[src/rtl/trigger_activity_monitor.sv]
// Gated rising-edge rate counter with snapshot read port and activity flags.
// Optional TRIG_ACTIVITY_SATURATE_EN: live counters saturate instead of wrapping.
module trigger_activity_monitor #(
  parameter int NUM_CHANNELS = 12,
  parameter int GATE_CYCLES  = 250000000,
  parameter int COUNT_WIDTH  = 32
) (
  input  logic                    clk,
  input  logic                    rst,
  input  logic [NUM_CHANNELS-1:0] trig_in,
  input  logic                    rd_en,
  input  logic [3:0]              rd_channel,
  output logic                    rd_valid,
  output logic [COUNT_WIDTH-1:0]  rd_data,
  output logic                    gate_done,
  output logic [NUM_CHANNELS-1:0] activity
);

  localparam int GW = (GATE_CYCLES > 1) ? $clog2(GATE_CYCLES) : 1;
  localparam logic [GW-1:0] GATE_LAST = GW'(GATE_CYCLES - 1);
  localparam logic [GW-1:0] GATE_ONE = GW'(1);
  localparam logic [COUNT_WIDTH-1:0] CNT_ONE = COUNT_WIDTH'(1);
  localparam logic [COUNT_WIDTH-1:0] CNT_MAX = '1;

  (* ASYNC_REG = "TRUE" *) logic [NUM_CHANNELS-1:0] sync1;
  (* ASYNC_REG = "TRUE" *) logic [NUM_CHANNELS-1:0] sync2;
  logic [NUM_CHANNELS-1:0] sync3;
  logic [NUM_CHANNELS-1:0] rise;
  logic [NUM_CHANNELS-1:0] act_next;

  logic [GW-1:0] gate;
  logic          terminal;

  logic [COUNT_WIDTH-1:0] live     [NUM_CHANNELS];
  logic [COUNT_WIDTH-1:0] snap     [NUM_CHANNELS];
  logic [COUNT_WIDTH-1:0] inc_live [NUM_CHANNELS];
  logic [COUNT_WIDTH-1:0] rd_mux;

  assign rise     = sync2 & ~sync3;
  assign terminal = (gate == GATE_LAST);

  // inc_live doubles as the closing value on the terminal cycle
  always_comb begin
    for (int i = 0; i < NUM_CHANNELS; i++) begin
`ifdef TRIG_ACTIVITY_SATURATE_EN
      if (rise[i] && (live[i] != CNT_MAX))
        inc_live[i] = live[i] + CNT_ONE;
      else
        inc_live[i] = live[i];
`else
      if (rise[i])
        inc_live[i] = live[i] + CNT_ONE;
      else
        inc_live[i] = live[i];
`endif
      act_next[i] = (inc_live[i] != '0);
    end
  end

  always_comb begin
    rd_mux = '0;
    for (int i = 0; i < NUM_CHANNELS; i++) begin
      if (rd_channel == 4'(i))
        rd_mux = snap[i];
    end
  end

  always_ff @(posedge clk) begin
    if (rst) begin
      sync1     <= '0;
      sync2     <= '0;
      sync3     <= '0;
      gate      <= '0;
      gate_done <= 1'b0;
      activity  <= '0;
      rd_valid  <= 1'b0;
      rd_data   <= '0;
      for (int i = 0; i < NUM_CHANNELS; i++) begin
        live[i] <= '0;
        snap[i] <= '0;
      end
    end else begin
      sync1     <= trig_in;
      sync2     <= sync1;
      sync3     <= sync2;
      gate      <= terminal ? '0 : gate + GATE_ONE;
      gate_done <= terminal;
      rd_valid  <= rd_en;
      if (rd_en)
        rd_data <= rd_mux;
      for (int i = 0; i < NUM_CHANNELS; i++) begin
        live[i] <= terminal ? '0 : inc_live[i];
        if (terminal)
          snap[i] <= inc_live[i];
      end
      if (terminal)
        activity <= act_next;
    end
  end

endmodule
[config.mk]
export PLATFORM = sky130hd
export DESIGN_NAME = trigger_activity_monitor
export DESIGN_NICKNAME = d
export VERILOG_FILES = /design/src/rtl/trigger_activity_monitor.sv
export SDC_FILE = /design/constraint.sdc
export NUM_CORES = 2
export LEC_CHECK = 0
export CAP_MARGIN = 20
export CORE_ASPECT_RATIO = 2
export CORE_MARGIN = 5
export CORE_UTILIZATION = 65
export DETAILED_ROUTE_END_ITERATION = 10
export PLACE_DENSITY = 0.82
export RECOVER_POWER = 100
export SLEW_MARGIN = 5
export SYNTH_ARGS = -nofsm -noshare
export SYNTH_HDL_FRONTEND = slang
export SYNTH_SLANG_ARGS = --single-unit
[constraint.sdc]
create_clock -name clk -period 33.5 [get_ports clk]
set_input_delay 8.375 -clock clk [delete_from_list [all_inputs] [get_ports clk]]
set_output_delay 8.375 -clock clk [all_outputs]
set_load 0.005 [all_outputs]
==> run_results.csv <==
group,metric,value,unit
synth,synth_compound_area_share,8.519,%
critical_path,cp-end-kind,"flop",
grt,grt_util_all_layers,36.20,%
synth,synthesis.nets,4257,
critical_path,critPathLaunchType,"input pin",
die,chipHeight,362.3,um
power_and_ir_drop,power_density,48.99,nW/um^2
synth,synth_ff_type,"dfxtp_1",
cts,postCtsSetupBuffers,0,
placement,hpwlAfterDp,89980,um
synth,syn_inst,4225,
synth,synth.most_common_cell,"nor2_1",
route,avgRoutedWirePerCell,24.73,um
sta,rsz0062_at_grt,"false",
synth,synth_top_area_share,28.58,%
worst_hold_path,hp-class,"reg -> reg",
layout,area_delta_synth_final,8.191,%
placement,gp_congestion,1.029,
sta,finalCritPeriodShare,64.01,%
route,vias,32250,
route,ant_nets,0,
route,dr.pass1.iters,10,
power_and_ir_drop,internal_power,0.001659,W
sta,worst_slack,12060,ps
die,start_util,65.43,%
route,routed_wl,124000,um
synth,synth_area_leaders,"edfxtp_1 29%, dfxtp_1 25%, nor2_1 9.6%, xor2_1 4.9%, xnor2_1 3.9%",
sta,hold_viol,0,
sta,finalCriticalPeriod,21440,ps
power_and_ir_drop,comb_power_share,4.0,%
synth,synth_area,40340,um^2
status,status,"finished, violations left",
grt,grt_pass1_vias,31320,
route,route.top_layer_used,"met5",
die,die_area,67450,um^2
critical_path,cp.arrival,21700,ps
synth,synth_xor_area_share,8.792,%
layout,drive_above_1_share,4.616,%
cts,hold_buffers,0,
power_and_ir_drop,seqPwrFrac,54.5,%
cts,clock_sinks,878,
sta,max_slew_margin,-604.8,%
cts,htree_levels,3,
cts,tritoncts,"done",
status,violations,"capacitance limit, slew limit",
sta,tns,0,ps
critical_path,path_class,"in -> reg",
synth,synth.yosys.seq_area_share,53.09,%
flow_run,maxCapViolCount,11,
route,wl_met3,6742,um
synth,synthMuxAreaShare,1.569,%
grt,grt_max_degree,236,
synth,synth_edf_count,384,
synth,yosysTopAreaCell,"edfxtp_1",
cts,numCtsBuffers,75,
grt,grt_antenna_before_repair,5,
synth,synth_top_family_by_area,"simple AND/OR/NAND/NOR gates",
synth,avgSynthCellArea,9.549,um^2
synth,yosysWarnings,0,
die,ios,65,
power_and_ir_drop,swShare,22.43,%
critical_path,crit_path_start,"rst",
die,coreArea,61660,um^2
sta,setup_violations,0,
synth,synthArstFlopShare,0,%
synth,synth_seq_cells,878,
grt,grt-ovfl-total,0,
die,rows,129,
cts,clockBufferDepth,3,
placement,io_buffers,64,
route,routed_via_density,6.432,
sta,fmax,0.04663,GHz
cts,insertion_delay,630,ps
route,drt-initial-drc-count,2887,
synth,synth_common_cells,"1034 x nor2_1, 494 x dfxtp_1, 384 x edfxtp_1",
route,met2_length,61740,um
cts,clk_pin_slew,60,ps
synth,netlist-cell-type-count,93,
power_and_ir_drop,power_leakage,14.99,nW
critical_path,r2r_start,"gate[0]",
synth,synth_simple_gate_area_share,24.83,%
sta,slew_viol_final,1017,
grt,grt_pass1_wl,184100,um
synth,synthAdderAreaFrac,0.4032,%
layout,nets,4200,
critical_path,critPathRequiredTime,33750,ps
die,die_w,186.2,um
sta,fin_skew,21.03,ps
power_and_ir_drop,switching_power,0.0004796,W
worst_hold_path,hold_path.startpoint,"sync1[4]",
power_and_ir_drop,clockPowerShare,41.6,%
layout,fillers,4700,
critical_path,crit_fanout,235,
sta,worstMarginPinSlew,10570,ps
cts,cts_root_buffer,"clkbuf_16",
power_and_ir_drop,vdd_drop_max,44.79,uV
cts,cts_resized,0,
route,drcViolationCount,0,
route,met1_length,39340,um
placement,pre_cts_slack,21200,ps
==> cells by family after synthesis <==
kind of cell | Yosys count
buffers and inverters | 276
multiplexers | 55
AND/OR/NAND/NOR | 2081
XOR/XNOR | 405
AO/OA/AOI/OAI | 517
adder cells (fa/ha/maj) | 13
flip-flops | 878
==> stage by stage <==
stage	utilization, %	hold slack, ps	instance area (um^2)	instances	power, W
finish	70.79	437.4	43650	5014	0.002138
CTS	70.90	440.1	43710	5009	0.002137
detailed placement	66.95	421.8	41280	4876	0.001268
global placement	66.95	417.3	41280	4876	0.001267
floorplan	-	413.8	40340	4225	0.001232
global route	70.78	461.8	43640	5011	0.002192
==> path summary, 6_finish.rpt <==
| path | to | slack, ps | cells past startpoint |
|---|---|---|---|
| hold / removal | sync2[4] | 440 | 1 |
| setup / recovery | snap[0][16] | 12060 | 5 |
| setup reg to reg | snap[0][16] | 19100 | 8 |
| hold reg to reg | sync2[4] | 440 | 1 |
==> final cells by class <==
type | count | area (um^2) | share of cell area [%]
Timing Repair Buffer | 93 | 812.0 | 1.860
Clock inverter | 28 | 312.8 | 0.7166
Clock buffer | 105 | 2121 | 4.859
Inverter | 49 | 183.9 | 0.4214
Tap cell | 786 | 983.4 | 2.253
Multi-Input combinational cell | 3071 | 17810 | 40.79
Sequential cell | 878 | 21420 | 49.07
Antenna cell | 4 | 10.01 | 0.02293
==> per-layer routing <==
metal,up-vias,GRT usage (%)
li1,14780,-
met1,15500,36.24
met2,1440,61.55
met3,531,4.841
met4,2,36.75
met5,-,0
==> flip-flops by register name, indices dropped and copies added, names as in the netlist <==
| signal | count |
|---|---|
| rd_data | 32 |
| rd_valid | 1 |
| sync3 | 12 |
| activity | 12 |
| live | 384 |
| sync1 | 12 |
| sync2 | 12 |
| gate_done | 1 |
| gate | 28 |
| snap | 384 |
==> power by group through the flow <==
stage	Clock, W	Sequential, W	Combinational [W]
after floorplan	0	0.00118	0.0000533
after global placement	0	0.00118	0.0000833
after detailed placement	0	0.00118	0.0000846
after CTS	0.000892	0.00116	0.0000848
after global routing	0.000939	0.00116	0.0000897
final	0.000889	0.00117	0.0000846
==> cell usage in the layout (no fill, tap or decap), types with 12 or more instances in the layout <==
master | Yosys | final
nand2_1 | 232 | 232
nand4_1 | 133 | 133
a222oi_1 | 22 | 22
a22o_1 | 28 | 28
inv_1 | 49 | 49
o21bai_1 | 16 | 16
o22ai_1 | 17 | 17
dfxtp_1 | 494 | 494
clkdlybuf4s50_1 | 0 | 13
or3_1 | 19 | 19
nor4_1 | 42 | 41
mux2_2 | 12 | 12
a21oi_1 | 154 | 154
a2111oi_0 | 16 | 16
a211oi_1 | 19 | 19
a22oi_1 | 33 | 33
mux2i_1 | 34 | 34
nand3_1 | 184 | 184
ha_1 | 13 | 13
dlygate4sd3_1 | 0 | 47
xor2_1 | 224 | 224
xnor2_1 | 181 | 181
and4_1 | 46 | 46
nand3b_1 | 13 | 13
nor3_1 | 75 | 75
buf_4 | 0 | 18
and2_1 | 20 | 20
o21ai_0 | 97 | 97
nand4b_1 | 17 | 17
clkbuf_16 | 0 | 76
a31oi_1 | 18 | 18
nand2b_1 | 22 | 22
clkinv_2 | 0 | 15
nor2b_1 | 60 | 60
nor2_1 | 1034 | 1033
clkbuf_1 | 146 | 29
and3_1 | 92 | 92
edfxtp_1 | 384 | 384
and4b_1 | 14 | 14
==> worst max-delay path, stage by stage <==
cell	delay [ps]
clkbuf_1	1060
or2_0	3020
clkbuf_1	7610
buf_12	440
buf_4	700
No activity file was read; power rests on OpenSTA's default activity.
